## config.mk

```make
export PLATFORM = sky130hd
export DESIGN_NAME = dmem_arbiter_flat
export DESIGN_NICKNAME = d
export VERILOG_FILES = /design/src/rtl/dmem_arbiter_if.sv /design/src/rtl/dmem_arbiter.sv /design/src/flat_wrapper.sv
export SDC_FILE = /design/constraint.sdc
export NUM_CORES = 1
export LEC_CHECK = 0
export BUFFER_PORTS_ARGS = -buffer_cell sky130_fd_sc_hd__buf_2
export CAP_MARGIN = 10
export CORE_AREA = 2 2 92 94
export CTS_BUF_LIST = sky130_fd_sc_hd__clkbuf_8
export CTS_CLUSTER_DIAMETER = 100
export DETAILED_ROUTE_END_ITERATION = 6
export DIE_AREA = 0 0 94 96
export MAX_ROUTING_LAYER = met4
export PLACE_DENSITY = 0.63
export SYNTH_ARGS = -nofsm -noshare
export SYNTH_HDL_FRONTEND = slang
export SYNTH_SLANG_ARGS = --single-unit
```

## constraint.sdc

```tcl
create_clock -name clk -period 1.35 [get_ports clk]
set_input_delay 0.27 -clock clk [delete_from_list [all_inputs] [get_ports clk]]
set_output_delay 0.27 -clock clk [all_outputs]
set_load 0.05 [all_outputs]
```

## src/rtl/dmem_arbiter_if.sv

```systemverilog
// Bundles the pipeline MEM-stage port, the DMA port and the RAM port of dmem_arbiter.
// The arbiter takes the slave modport; the requesters/RAM side takes the master modport.
interface dmem_arbiter_if #(
  parameter int ADDR_W = 12,
  parameter int DATA_W = 32
);
  // Pipeline MEM stage
  logic              p_rd;
  logic              p_wr;
  logic [ADDR_W-1:0] p_addr;
  logic [DATA_W-1:0] p_wdata;
  logic [DATA_W-1:0] p_rdata;
  logic              p_rvalid;
  logic              p_stall;
  // Host/loader DMA
  logic              d_req;
  logic              d_we;
  logic [ADDR_W-1:0] d_addr;
  logic [DATA_W-1:0] d_wdata;
  logic              d_ack;
  logic [DATA_W-1:0] d_rdata;
  logic              d_rvalid;
  // Single-port synchronous RAM
  logic [ADDR_W-1:0] mem_addr;
  logic              mem_re;
  logic              mem_we;
  logic [DATA_W-1:0] mem_wdata;
  logic [DATA_W-1:0] mem_rdata;

  modport slave (
    input  p_rd, p_wr, p_addr, p_wdata, d_req, d_we, d_addr, d_wdata, mem_rdata,
    output p_rdata, p_rvalid, p_stall, d_ack, d_rdata, d_rvalid,
           mem_addr, mem_re, mem_we, mem_wdata
  );

  modport master (
    output p_rd, p_wr, p_addr, p_wdata, d_req, d_we, d_addr, d_wdata, mem_rdata,
    input  p_rdata, p_rvalid, p_stall, d_ack, d_rdata, d_rvalid,
           mem_addr, mem_re, mem_we, mem_wdata
  );
endinterface

```

## src/rtl/dmem_arbiter.sv

```systemverilog
// Data-memory arbiter: pipeline MEM stage (fixed priority) vs. host DMA port on one 1-cycle RAM.
// Optional DMA anti-starvation counter enabled by defining DMEM_ARB_STARVE_EN.
module dmem_arbiter #(
  parameter int ADDR_W     = 12,
  parameter int DATA_W     = 32,
  parameter int STARVE_MAX = 8
) (
  input logic           clk,
  input logic           rst_n,
  dmem_arbiter_if.slave bus
);

  typedef enum logic [1:0] {
    IDLE = 2'd0,
    RD_P = 2'd1,
    RD_D = 2'd2
  } state_e;

  if (STARVE_MAX < 1) begin : g_param_check
    $error("dmem_arbiter: STARVE_MAX must be at least 1");
  end

  state_e            state_q, state_d;
  logic              pipe_req;
  logic              starve_hit;

  logic [ADDR_W-1:0] mem_addr;
  logic [DATA_W-1:0] mem_wdata;
  logic              mem_re;
  logic              mem_we;
  logic [DATA_W-1:0] p_rdata;
  logic [DATA_W-1:0] d_rdata;
  logic              p_rvalid;
  logic              d_rvalid;
  logic              p_stall;
  logic              d_ack;

  assign pipe_req = bus.p_rd | bus.p_wr;

  // NOTE: every signal gets a default before the case so no path leaves it unassigned (no latches).
  always_comb begin
    state_d   = state_q;
    mem_addr  = '0;
    mem_wdata = '0;
    mem_re    = 1'b0;
    mem_we    = 1'b0;
    p_rdata   = '0;
    d_rdata   = '0;
    p_rvalid  = 1'b0;
    d_rvalid  = 1'b0;
    p_stall   = 1'b0;
    d_ack     = 1'b0;

    unique case (state_q)
      IDLE: begin
        if (bus.d_req && (!pipe_req || starve_hit)) begin
          d_ack    = 1'b1;
          p_stall  = pipe_req;
          mem_addr = bus.d_addr;
          if (bus.d_we) begin
            mem_we    = 1'b1;
            mem_wdata = bus.d_wdata;
          end else begin
            mem_re  = 1'b1;
            state_d = RD_D;
          end
        end else if (pipe_req) begin
          mem_addr = bus.p_addr;
          // p_rd together with p_wr is illegal; the write takes precedence.
          if (bus.p_wr) begin
            mem_we    = 1'b1;
            mem_wdata = bus.p_wdata;
          end else begin
            mem_re  = 1'b1;
            p_stall = 1'b1;
            state_d = RD_P;
          end
        end
      end
      RD_P: begin
        p_rvalid = 1'b1;
        p_rdata  = bus.mem_rdata;
        state_d  = IDLE;
      end
      RD_D: begin
        d_rvalid = 1'b1;
        d_rdata  = bus.mem_rdata;
        p_stall  = pipe_req;
        state_d  = IDLE;
      end
      default: state_d = IDLE;
    endcase

    // Outputs are forced quiet while reset is held, which also drops any in-flight read.
    if (!rst_n) begin
      state_d   = IDLE;
      mem_addr  = '0;
      mem_wdata = '0;
      mem_re    = 1'b0;
      mem_we    = 1'b0;
      p_rdata   = '0;
      d_rdata   = '0;
      p_rvalid  = 1'b0;
      d_rvalid  = 1'b0;
      p_stall   = 1'b0;
      d_ack     = 1'b0;
    end
  end

  // NOTE: sequential state uses non-blocking assignments so every flop samples pre-edge values.
  always_ff @(posedge clk) begin
    if (!rst_n) begin
      state_q <= IDLE;
    end else begin
      state_q <= state_d;
    end
  end

`ifdef DMEM_ARB_STARVE_EN
  localparam int CNT_W = $clog2(STARVE_MAX + 1);

  logic [CNT_W-1:0] starve_cnt_q, starve_cnt_d;

  assign starve_hit = (starve_cnt_q == CNT_W'(STARVE_MAX));

  // Counts IDLE cycles in which DMA asked but lost; saturates at STARVE_MAX.
  always_comb begin
    starve_cnt_d = starve_cnt_q;
    if (d_ack) begin
      starve_cnt_d = '0;
    end else if (state_q == IDLE && bus.d_req && !starve_hit) begin
      starve_cnt_d = starve_cnt_q + 1'b1;
    end
  end

  always_ff @(posedge clk) begin
    if (!rst_n) begin
      starve_cnt_q <= '0;
    end else begin
      starve_cnt_q <= starve_cnt_d;
    end
  end
`else
  assign starve_hit = 1'b0;
`endif

  assign bus.mem_addr  = mem_addr;
  assign bus.mem_wdata = mem_wdata;
  assign bus.mem_re    = mem_re;
  assign bus.mem_we    = mem_we;
  assign bus.p_rdata   = p_rdata;
  assign bus.d_rdata   = d_rdata;
  assign bus.p_rvalid  = p_rvalid;
  assign bus.d_rvalid  = d_rvalid;
  assign bus.p_stall   = p_stall;
  assign bus.d_ack     = d_ack;

`ifndef SYNTHESIS
  always_ff @(posedge clk) begin
    if (rst_n) begin
      assert (!(bus.p_rd && bus.p_wr))
        else $error("dmem_arbiter: p_rd and p_wr asserted together");
    end
  end
`endif

endmodule

```

## src/flat_wrapper.sv

```systemverilog
// flat-port wrapper written by rule: the top's interface ports become plain ports
module dmem_arbiter_flat 
#(
  parameter int ADDR_W     = 12,
  parameter int DATA_W     = 32,
  parameter int STARVE_MAX = 8
)
  (clk, rst_n, bus_p_rd, bus_p_wr, bus_p_addr, bus_p_wdata, bus_d_req, bus_d_we, bus_d_addr, bus_d_wdata, bus_mem_rdata, bus_p_rdata, bus_p_rvalid, bus_p_stall, bus_d_ack, bus_d_rdata, bus_d_rvalid, bus_mem_addr, bus_mem_re, bus_mem_we, bus_mem_wdata);
  dmem_arbiter_if #(.ADDR_W(ADDR_W), .DATA_W(DATA_W)) bus_i ();
  input logic clk;
  input logic rst_n;
  input wire logic [$bits(bus_i.p_rd)-1:0] bus_p_rd;
  input wire logic [$bits(bus_i.p_wr)-1:0] bus_p_wr;
  input wire logic [$bits(bus_i.p_addr)-1:0] bus_p_addr;
  input wire logic [$bits(bus_i.p_wdata)-1:0] bus_p_wdata;
  input wire logic [$bits(bus_i.d_req)-1:0] bus_d_req;
  input wire logic [$bits(bus_i.d_we)-1:0] bus_d_we;
  input wire logic [$bits(bus_i.d_addr)-1:0] bus_d_addr;
  input wire logic [$bits(bus_i.d_wdata)-1:0] bus_d_wdata;
  input wire logic [$bits(bus_i.mem_rdata)-1:0] bus_mem_rdata;
  output wire logic [$bits(bus_i.p_rdata)-1:0] bus_p_rdata;
  output wire logic [$bits(bus_i.p_rvalid)-1:0] bus_p_rvalid;
  output wire logic [$bits(bus_i.p_stall)-1:0] bus_p_stall;
  output wire logic [$bits(bus_i.d_ack)-1:0] bus_d_ack;
  output wire logic [$bits(bus_i.d_rdata)-1:0] bus_d_rdata;
  output wire logic [$bits(bus_i.d_rvalid)-1:0] bus_d_rvalid;
  output wire logic [$bits(bus_i.mem_addr)-1:0] bus_mem_addr;
  output wire logic [$bits(bus_i.mem_re)-1:0] bus_mem_re;
  output wire logic [$bits(bus_i.mem_we)-1:0] bus_mem_we;
  output wire logic [$bits(bus_i.mem_wdata)-1:0] bus_mem_wdata;
  assign bus_i.p_rd = bus_p_rd;
  assign bus_i.p_wr = bus_p_wr;
  assign bus_i.p_addr = bus_p_addr;
  assign bus_i.p_wdata = bus_p_wdata;
  assign bus_i.d_req = bus_d_req;
  assign bus_i.d_we = bus_d_we;
  assign bus_i.d_addr = bus_d_addr;
  assign bus_i.d_wdata = bus_d_wdata;
  assign bus_i.mem_rdata = bus_mem_rdata;
  assign bus_p_rdata = bus_i.p_rdata;
  assign bus_p_rvalid = bus_i.p_rvalid;
  assign bus_p_stall = bus_i.p_stall;
  assign bus_d_ack = bus_i.d_ack;
  assign bus_d_rdata = bus_i.d_rdata;
  assign bus_d_rvalid = bus_i.d_rvalid;
  assign bus_mem_addr = bus_i.mem_addr;
  assign bus_mem_re = bus_i.mem_re;
  assign bus_mem_we = bus_i.mem_we;
  assign bus_mem_wdata = bus_i.mem_wdata;
  dmem_arbiter #(.ADDR_W(ADDR_W), .DATA_W(DATA_W), .STARVE_MAX(STARVE_MAX)) u_core (.clk(clk), .rst_n(rst_n), .bus(bus_i));
endmodule
```

==> results.py, run 1 <==
metrics = {
    "status": {
        "status": "finished, violations left",
        "violations": "setup timing",
    },
    "timing": {
        "maxSlewHeadroom": 0.827,
        "hold_violations": 0,
        "finalMaxSlewViolations": 0,
        "rsz0062_at_grt": "true",
        "fmax_mhz": 563,
        "finalSetupViolations": 114,
        "tns_ns": -41.37,
        "setup_ws_ns": -0.428,
        "finalCritPeriodShare": 1.32,
        "skew_ns": 0.000276,
        "period_needed_ns": 1.78,
        "worst_pin_slew_ns": 0.252,
    },
    "logic_synthesis": {
        "synth_top_family_by_area": "simple AND/OR/NAND/NOR gates",
        "synthMuxAreaShare": 0.00591,
        "seq_area_frac_synth": 0.0236,
        "synth_nets": 376,
        "synth_xor_area_frac": 0,
        "synth_cells": 250,
        "synth_top_cell_area_share": 0.246,
        "synth_compound_area_frac": 0.219,
        "post_synth.cell_area_avg_um2": 6.78,
        "yosysWarnings": 0,
        "synth_area_leaders": "nand4bb_1 25%, and2_1 12%, and3_1 12%, o22ai_1 12%, inv_1 7.5%",
        "ys_seq_elements": 2,
        "syn_area_um2": 1690,
        "synthAdderAreaFrac": 0,
        "yosys.area_share.simple": 0.583,
        "ys_types": 23,
        "yosysTopAreaCell": "nand4bb_1",
    },
    "route": {
        "vias_per_cell": 4.95,
        "wire_per_inst_um": 17.5,
        "post-route-drc-count": 0,
        "antenna_violating_nets_post_route": 0,
        "dr.pass1.iters": 4,
        "drtIter0Drc": 54,
        "num_vias": 3071,
        "drt-total-wl_mm": 10.9,
    },
    "clock_tree": {
        "worstSkewPairLatency_ns": 0.21,
        "tritoncts": "built",
        "cts-root-buf": "clkbuf_8",
        "cts_inserted_buffers": 3,
        "cts.sinks": 2,
        "htree_levels": 1,
        "cts.reportedPaths.clkPinSlew_ns": 0.03,
        "cts.path.max_buffers": 2,
    },
    "floorplan": {
        "io_pins": 240,
        "fp.dieW_um": 94,
        "core-area_um2": 8050,
        "die_h_um": 96,
        "rows": 33,
        "start_util": 0.210,
        "die_area_um2": 9020,
    },
    "global_route": {
        "first_global_vias": 3149,
        "antenna_found_initial": 0,
        "grt_use_total": 0.219,
        "grt_max_degree": 35,
        "grt_pass1_wl_mm": 15.5,
        "overflow": 0,
    },
    "power_and_ir_drop": {
        "powerDensity_nw_per_um2": 346,
        "p_leak_nw": 2.40,
        "p_int_w": 0.000975,
        "p_total_w": 0.00188,
        "pwr-share-comb": 0.845,
        "netSwitchingPower_w": 0.000905,
        "sequentialPowerShare": 0.033,
        "ir_drop_uv": 236,
        "switching_share": 0.481,
        "clkPwrFrac": 0.122,
    },
    "final_layout": {
        "syn_to_final_growth_pct": 221,
        "antennaDiodeCount": 0,
        "post-route-cell-area_um2": 5430,
        "fin_nets": 643,
        "top_register": "u_core.state_q",
        "top_regs": "u_core.state_q (2)",
        "final_util": 0.675,
        "drive_gt1_frac": 0.827,
        "largest_reg_flops": 2,
    },
    "critical_path": {
        "r2r-end": "u_core.state_q[1]",
        "cp_data_arrival_time_ns": 1.51,
        "r2r_start": "u_core.state_q[0]",
        "path_class": "register to output pin",
        "worstPathCellList": "or3b_4 -> buf_12 -> a211oi_4 -> buf_6",
        "required_ns": 1.08,
        "crit_buf_inv": 2,
        "slowest_stage": "or3b_4",
        "critPathTopFamily": "simple AND/OR/NAND/NOR gates",
        "start_kind": "register",
        "crit_path_max_fanout": 9,
        "reg2reg_depth": 4,
        "rrSetupSlack_ns": 0.01,
        "crit_path_max_incr_delay_ns": 0.43,
        "cp-end-kind": "output pin",
    },
    "min_path": {
        "worstHoldStart": "bus_d_we",
        "min_to": "u_core.state_q[1]",
        "min_path_type": "input port to register",
        "hold_path_depth": 3,
    },
    "place": {
        "dp_slack_ns": -0.472,
        "place_area_um2": 4060,
        "portBuffers": 239,
        "gp_congestion": 0.759,
        "hpwl_mm": 6.97,
    },
    "job": {
        "drv_cap": 0,
    },
}
## what timing repair did
action                                  CTS  global route
cloned                                    4             5
setup buffers                             6             5
pin swaps                                 7            35
hold buffers                              0             0
endpoints found under the setup margin  114           114
resized for setup                       278            57
## metrics by stage
stage	std cells	hold WS [ns]
6_report	620	0.360
5_1_grt	620	0.379
4_1_cts	613	0.364
3_5_place_dp	600	0.582
3_3_place_gp	600	0.574
2_1_floorplan	250	0.342
## worst reg2reg max path, stage by stage (launching register included)
cell and delay, ns:
dfxtp_4 0.35, or3b_4 0.43, clkbuf_16 0.19, buf_4 0.14, nor3_2 0.14
## how the worst max path moves through the flow
stage | start | endpoint | slack, ns | cells after the start
6_report | u_core.state_q[0] | bus_mem_re | -0.43 | 4
3_5_place_dp | bus_p_wr | bus_mem_wdata[21] | -0.47 | 6
5_1_grt | u_core.state_q[0] | bus_mem_re | -0.48 | 4
4_1_cts | u_core.state_q[1] | bus_mem_re | -0.47 | 4
3_3_place_gp | bus_p_wr | bus_mem_wdata[11] | -0.45 | 6
2_1_floorplan | u_core.state_q[1] | bus_mem_re | -0.23 | 3
## layout make-up
| cell class | instances | area, um2 |
|---|---|---|
| fill | 557 | 2620 |
| tap | 105 | 131 |
| inverter | 34 | 128 |
| sequential | 2 | 47.5 |
| multi-input combinational | 179 | 2270 |
| timing repair buffer | 297 | 2820 |
| clock buffer | 3 | 41.3 |
## cells in the mapped netlist
master,n
a211oi_2,1
a21oi_1,4
a21oi_2,9
and2_1,33
and2b_1,1
and3_1,32
and3b_1,1
buf_2,6
buf_4,1
buf_6,2
clkbuf_1,26
dfxtp_1,2
inv_1,34
mux2i_1,1
nand2b_1,1
nand4bb_1,37
nor2_2,1
nor2b_1,1
nor3_1,2
o21ai_0,12
o22ai_1,32
or3b_1,2
or4bb_1,9
## routing by layer
metal,up-vias,global-route usage,routed length [um]
met5,-,-,0
met4,0,0.0604,292
met3,25,0.0337,723
met2,157,0.417,5980
met1,1449,0.234,3870
li1,1440,-,-
## cell usage in the layout, fill, tap and decap left out
master | netlist | layout
clkbuf_16 | 0 | 3
nor2b_4 | 0 | 1
or3b_4 | 0 | 1
a211oi_4 | 0 | 1
buf_6 | 2 | 59
and2b_4 | 0 | 1
nor3_2 | 0 | 2
and3_4 | 0 | 32
dfxtp_4 | 0 | 2
buf_8 | 0 | 68
nand4bb_1 | 37 | 31
nand4bb_4 | 0 | 6
a21oi_4 | 0 | 9
mux2i_1 | 1 | 1
buf_2 | 6 | 124
buf_12 | 0 | 9
or4bb_1 | 9 | 9
inv_1 | 34 | 34
clkbuf_8 | 0 | 3
nand2b_1 | 1 | 1
o22ai_4 | 0 | 32
and3b_2 | 0 | 1
o21ai_0 | 12 | 12
a21oi_2 | 9 | 4
and2_2 | 0 | 1
or3b_1 | 2 | 1
nor2_4 | 0 | 1
and2_4 | 0 | 32
buf_4 | 1 | 34
## power groups by stage
stage / combinational [W] / clock (W) / sequential, W
6_report: 0.00159 / 0.000230 / 0.0000619
5_1_grt: 0.00166 / 0.000248 / 0.0000626
4_1_cts: 0.00152 / 0.000239 / 0.0000636
3_5_place_dp: 0.00129 / 0 / 0.0000657
3_3_place_gp: 0.00127 / 0 / 0.0000660
2_1_floorplan: 0.000894 / 0 / 0.0000644
## logic make-up (layout without fill, tap and decap cells)
kind of cell / Yosys count / count (layout)
multiplexers: 1 / 1
AO/OA/AOI/OAI: 58 / 58
flip-flops: 2 / 2
buffers and inverters: 69 / 334
AND/OR/NAND/NOR: 120 / 120
(Power assumes the default switching activity.)
==> inputs of run 2 (changes only) <==
--- a/config.mk
+++ b/config.mk
@@ -6,14 +6,14 @@
 export NUM_CORES = 1
 export LEC_CHECK = 0
 export BUFFER_PORTS_ARGS = -buffer_cell sky130_fd_sc_hd__buf_2
-export CAP_MARGIN = 10
-export CORE_AREA = 2 2 92 94
+export CAP_MARGIN = 20
+export CORE_AREA = 2 2 93 95
 export CTS_BUF_LIST = sky130_fd_sc_hd__clkbuf_8
 export CTS_CLUSTER_DIAMETER = 100
 export DETAILED_ROUTE_END_ITERATION = 6
-export DIE_AREA = 0 0 94 96
+export DIE_AREA = 0 0 95 97
 export MAX_ROUTING_LAYER = met4
-export PLACE_DENSITY = 0.63
+export PLACE_DENSITY = 0.62
 export SYNTH_ARGS = -nofsm -noshare
 export SYNTH_HDL_FRONTEND = slang
 export SYNTH_SLANG_ARGS = --single-unit
==> run 2 against run 1 <==
Against the previous run: core utilization down 2.2 points; the flow still finishes with violations (setup timing); wire length fell by 1.4%; global-route usage is 0.11 points lower; maximum frequency decreased by 0.35%; largest power group unchanged; combinational power down 3%; first-iteration DRC count rose by 52%; non-clock buffer count shrank 20; via count shrank 3.5%; setup slack got worse by 0.0062 ns; clock skew rose by 0.00063 ns; critical path type unchanged; sequential share of layout area hardly changed.
==> results.py, run 2 (synthesis gave the netlist of run 1 again) <==
metrics = {
    "timing": {
        "setup_ws_ns": -0.434,
        "maxSlewHeadroom": 0.749,
        "finalCritPeriodShare": 1.32,
        "finalSetupViolations": 114,
        "worst_pin_slew_ns": 0.373,
        "skew_ns": 0.000908,
        "rsz0062_at_grt": "true",
        "period_needed_ns": 1.78,
        "fmax_mhz": 561,
        "hold_slack_ns": 0.373,
        "hold_violations": 0,
        "finalMaxSlewViolations": 0,
    },
    "clock_tree": {
        "cts-root-buf": "clkbuf_8",
        "tritoncts": "built",
        "cts.reportedPaths.clkPinSlew_ns": 0.03,
        "htree_levels": 1,
        "cts.sinks": 2,
        "worstSkewPairLatency_ns": 0.22,
        "cts.path.max_buffers": 2,
        "cts_inserted_buffers": 3,
    },
    "final_layout": {
        "fillerInstances": 605,
        "largest_reg_flops": 2,
        "layout_common_cells": "126 x buf_2, 68 x buf_8, 49 x buf_6",
        "drive_gt1_frac": 0.818,
        "syn_to_final_growth_pct": 213,
        "antennaDiodeCount": 0,
        "top_register": "u_core.state_q",
        "top_regs": "u_core.state_q (2)",
        "layout_commonest_cell": "buf_2",
        "fin_nets": 623,
    },
    "power_and_ir_drop": {
        "p_leak_nw": 2.32,
        "pwr-share-comb": 0.835,
        "netSwitchingPower_w": 0.000906,
        "switching_share": 0.489,
        "p_int_w": 0.000945,
        "clkPwrFrac": 0.131,
        "ir_drop_uv": 195,
        "sequentialPowerShare": 0.034,
        "powerDensity_nw_per_um2": 349,
    },
    "place": {
        "hpwl_mm": 6.83,
        "dp_slack_ns": -0.433,
        "gp_congestion": 0.795,
        "portBuffers": 239,
    },
    "route": {
        "vias_per_cell": 4.94,
        "num_vias": 2965,
        "antenna_violating_nets_post_route": 0,
        "drtIter0Drc": 82,
        "post-route-drc-count": 0,
        "wire_per_inst_um": 17.9,
        "drt-total-wl_mm": 10.7,
        "dr.pass1.iters": 4,
    },
    "floorplan": {
        "fp.dieW_um": 95,
        "rows": 33,
        "die_area_um2": 9220,
        "die_h_um": 97,
        "io_pins": 240,
        "start_util": 0.208,
        "core-area_um2": 8130,
    },
    "global_route": {
        "grt_util_met1": 0.222,
        "top_usage_layer": "met2",
        "overflow": 0,
        "grt_max_degree": 35,
        "grt_use_met2": 0.417,
        "antenna_found_initial": 0,
        "grt_pass1_wl_mm": 15.7,
        "grt_use_total": 0.217,
        "first_global_vias": 3157,
        "met3_usage": 0.0218,
    },
    "critical_path": {
        "r2r_start": "u_core.state_q[1]",
        "crit_path_max_fanout": 6,
        "cp_data_arrival_time_ns": 1.51,
        "slowest_stage": "dfxtp_4",
        "reg2reg_depth": 3,
        "crit_path_max_incr_delay_ns": 0.35,
        "worstPathCellList": "and2b_4 -> buf_12 -> clkbuf_16 -> and3_4 -> buf_8",
        "rrSetupSlack_ns": 0.13,
        "r2r-end": "u_core.state_q[1]",
        "cp-end-kind": "output pin",
        "path_class": "register to output pin",
        "start_kind": "register",
        "required_ns": 1.08,
    },
    "min_path": {
        "min_to": "u_core.state_q[1]",
        "min_path_type": "input port to register",
        "hold_path_depth": 3,
        "worstHoldStart": "bus_d_we",
    },
    "status": {
        "violations": "setup timing",
        "status": "finished, violations left",
    },
    "job": {
        "drv_cap": 0,
    },
}
run 2: final cells by class:
type                       count  area, um2  area share
multi-input combinational    179       2270       0.428
inverter                      34        128      0.0240
clock buffer                   3       41.3     0.00778
tap                          105        131      0.0248
sequential                     2       45.0     0.00849
timing repair buffer         277       2690       0.507
run 2: power groups by stage:
stage	clock network, W	logic [W]	registers (W)
floorplan	0	0.000894	0.0000644
global placement	0	0.00124	0.0000648
detailed placement	0	0.00126	0.0000649
CTS	0.000250	0.00147	0.0000630
global route	0.000255	0.00162	0.0000637
finish	0.000242	0.00155	0.0000632
run 2: worst max-delay path: cells and delay by family (launching register included):
kind,cells,cell delay [ns]
buf+inv,3,0.41
flops,1,0.35
simple gates,2,0.54
run 2: what timing repair did:
item / in CTS / in global routing
setup buffers: 0 / 4
pin swaps: 0 / 6
hold buffers: 0 / 0
endpoints found under the setup margin: 114 / 114
endpoints found under the hold margin: 0 / 0
gates resized for setup: 273 / 47
cloned: 3 / 3
run 2: metal layers:
metal | part of all wire | vias to the layer above
met5 | 0 | -
met3 | 0.063 | 29
met1 | 0.35 | 1379
met2 | 0.56 | 155
met4 | 0.035 | 0
li1 | - | 1402
run 2: worst max-delay path by stage:
stage	startpoint	endpoint	slack (ns)	cells past startpoint
floorplan	u_core.state_q[1]	bus_mem_re	-0.23	3
global placement	bus_p_wr	bus_mem_addr[3]	-0.40	5
detailed placement	bus_p_wr	bus_mem_addr[4]	-0.43	5
CTS	u_core.state_q[1]	bus_p_rdata[22]	-0.41	5
global route	u_core.state_q[0]	bus_d_rdata[1]	-0.47	5
finish	u_core.state_q[0]	bus_d_rdata[1]	-0.43	5
run 2: stage by stage:
stage                      util  cell area [um2]  setup TNS (ns)  total power, W  std cells
after floorplan               -             2610           -6.78        0.000959        250
after global placement    0.492             4000          -33.04         0.00131        588
after detailed placement  0.492             4000          -34.58         0.00133        588
after CTS                 0.617             5020          -40.34         0.00179        594
after global routing      0.653             5310          -47.31         0.00194        600
final                     0.653             5310          -41.93         0.00185        600
==> inputs of run 3 (changes only) <==
--- a/config.mk
+++ b/config.mk
@@ -14,6 +14,7 @@
 export DIE_AREA = 0 0 95 97
 export MAX_ROUTING_LAYER = met4
 export PLACE_DENSITY = 0.62
+export SKIP_LAST_GASP = 1
 export SYNTH_ARGS = -nofsm -noshare
 export SYNTH_HDL_FRONTEND = slang
 export SYNTH_SLANG_ARGS = --single-unit
==> run 3 against run 2 <==
Against the previous run: the run still ends with setup timing left; largest power group unchanged; power is 2.4% lower; final area shrank 3.6%; die area is the same; clock power hardly changed; critical path type unchanged; combinational power down 3%; count of clock-buffer cells in the layout did not move; global-route usage fell by 1.2 points; via count shrank 0.51%.
==> results.py, run 3 (synthesis gave the netlist of run 1 again) <==
metrics = {
    "status": {
        "status": "finished, violations left",
        "violations": "setup timing",
    },
    "clock_tree": {
        "cts.sinks": 2,
        "cts.path.max_buffers": 2,
        "htree_levels": 1,
        "cts.reportedPaths.clkPinSlew_ns": 0.03,
        "cts_inserted_buffers": 3,
        "worstSkewPairLatency_ns": 0.22,
        "cts-root-buf": "clkbuf_8",
        "tritoncts": "built",
    },
    "min_path": {
        "worstHoldStart": "bus_d_we",
        "hold_path_depth": 3,
        "min_path_type": "input port to register",
        "min_to": "u_core.state_q[1]",
    },
    "final_layout": {
        "drive_gt1_frac": 0.812,
        "post-route-cell-area_um2": 5120,
        "seqCellArea_um2": 45.0,
        "layout_common_cells": "126 x buf_2, 58 x buf_6, 41 x buf_8",
        "fin_nets": 622,
        "multi_input_area_um2": 2270,
        "syn_to_final_growth_pct": 202,
        "top_regs": "u_core.state_q (2)",
        "antennaDiodeCount": 0,
        "fillerInstances": 628,
        "layout_commonest_cell": "buf_2",
        "largest_reg_flops": 2,
        "top_register": "u_core.state_q",
    },
    "global_route": {
        "antenna_found_initial": 0,
        "grt_pass1_wl_mm": 14.9,
        "grt_use_total": 0.205,
        "top_usage_layer": "met2",
        "grt_util_met1": 0.213,
        "overflow": 0,
        "grt_use_met2": 0.386,
        "first_global_vias": 3055,
        "met3_usage": 0.0210,
        "grt_max_degree": 35,
    },
    "critical_path": {
        "required_ns": 1.08,
        "r2r-end": "u_core.state_q[1]",
        "start_kind": "register",
        "path_class": "register to output pin",
        "crit_start": "u_core.state_q[0]",
        "crit_path_max_fanout": 7,
        "reg2reg_depth": 3,
        "cp_data_arrival_time_ns": 1.51,
        "cp-end-kind": "output pin",
        "rrSetupSlack_ns": 0.11,
        "r2r_start": "u_core.state_q[0]",
    },
    "floorplan": {
        "rows": 33,
        "io_pins": 240,
        "die_area_um2": 9220,
        "core-area_um2": 8130,
        "die_h_um": 97,
        "fp.dieW_um": 95,
        "start_util": 0.208,
    },
    "timing": {
        "finalSetupViolations": 114,
        "hold_slack_ns": 0.375,
        "period_needed_ns": 1.78,
        "maxSlewHeadroom": 0.750,
        "finalCritPeriodShare": 1.32,
        "worst_pin_slew_ns": 0.371,
        "hold_violations": 0,
        "skew_ns": 0.000965,
        "finalMaxSlewViolations": 0,
        "rsz0062_at_grt": "true",
        "setup_ws_ns": -0.426,
        "fmax_mhz": 563,
    },
    "power_and_ir_drop": {
        "ir_drop_uv": 195,
        "p_total_w": 0.00181,
        "powerDensity_nw_per_um2": 353,
        "p_leak_nw": 2.27,
    },
    "route": {
        "wire_per_inst_um": 17.2,
        "drtIter0Drc": 81,
        "vias_per_cell": 4.92,
        "antenna_violating_nets_post_route": 0,
        "dr.pass1.iters": 4,
        "post-route-drc-count": 0,
        "drt-total-wl_mm": 10.3,
        "num_vias": 2950,
    },
    "job": {
        "drv_cap": 0,
    },
    "place": {
        "gp_congestion": 0.795,
        "hpwl_mm": 6.83,
        "place_area_um2": 4000,
        "dp_slack_ns": -0.433,
        "portBuffers": 239,
    },
}
run 3: cell types whose count changed in the layout (fill, tap and decap cells not counted), moves of 2 or more:
cell	previous run	this run
buf_8	68	41
buf_4	18	36
buf_6	49	58
and2_1	0	2
and2_4	32	30
run 3: area by class of cell:
| type | instances | share of cell area |
|---|---|---|
| clock buffer | 3 | 0.00807 |
| sequential | 2 | 0.00880 |
| timing repair buffer | 276 | 0.489 |
| tap | 105 | 0.0257 |
| multi-input combinational | 179 | 0.444 |
| inverter | 34 | 0.0249 |
run 3: power by group:
| part | switching, W | total (W) | internal (W) |
|---|---|---|---|
| clock | 0.0000532 | 0.000242 | 0.000189 |
| combinational | 0.000837 | 0.00150 | 0.000665 |
| sequential | 0.00000271 | 0.0000631 | 0.0000604 |
run 3: worst max path at each step:
stage / endpoint / slack [ns] / cells past startpoint
2_1_floorplan: bus_mem_re / -0.23 / 3
3_3_place_gp: bus_mem_addr[3] / -0.40 / 5
3_5_place_dp: bus_mem_addr[4] / -0.43 / 5
4_1_cts: bus_p_rdata[22] / -0.41 / 5
5_1_grt: bus_mem_wdata[11] / -0.47 / 4
6_report: bus_mem_re / -0.43 / 4
run 3: what timing repair did:
item	in CTS	in global routing
gates resized for setup	224	49
setup endpoints to repair	114	114
cloned	3	3
buffers inserted	0	3
pin swaps	0	12
hold buffers	0	0
run 3: routing by layer:
layer  wire length (um)  up-vias
met5                  0        -
met4                392        0
met3                654       31
met2               5690      157
met1               3550     1355
li1                   -     1407
run 3: worst max-delay path: stages (launching register included):
cell and delay [ns]:
dfxtp_4 0.35, or3b_4 0.43, buf_12 0.16, a211oi_4 0.16, buf_6 0.19
run 3: stage by stage:
step / utilization / TNS (ns) / instances
CTS: 0.595 / -40.89 / 594
global placement: 0.492 / -33.04 / 588
finish: 0.629 / -42.07 / 599
detailed placement: 0.492 / -34.58 / 588
global route: 0.629 / -47.26 / 599
floorplan: - / -6.78 / 250
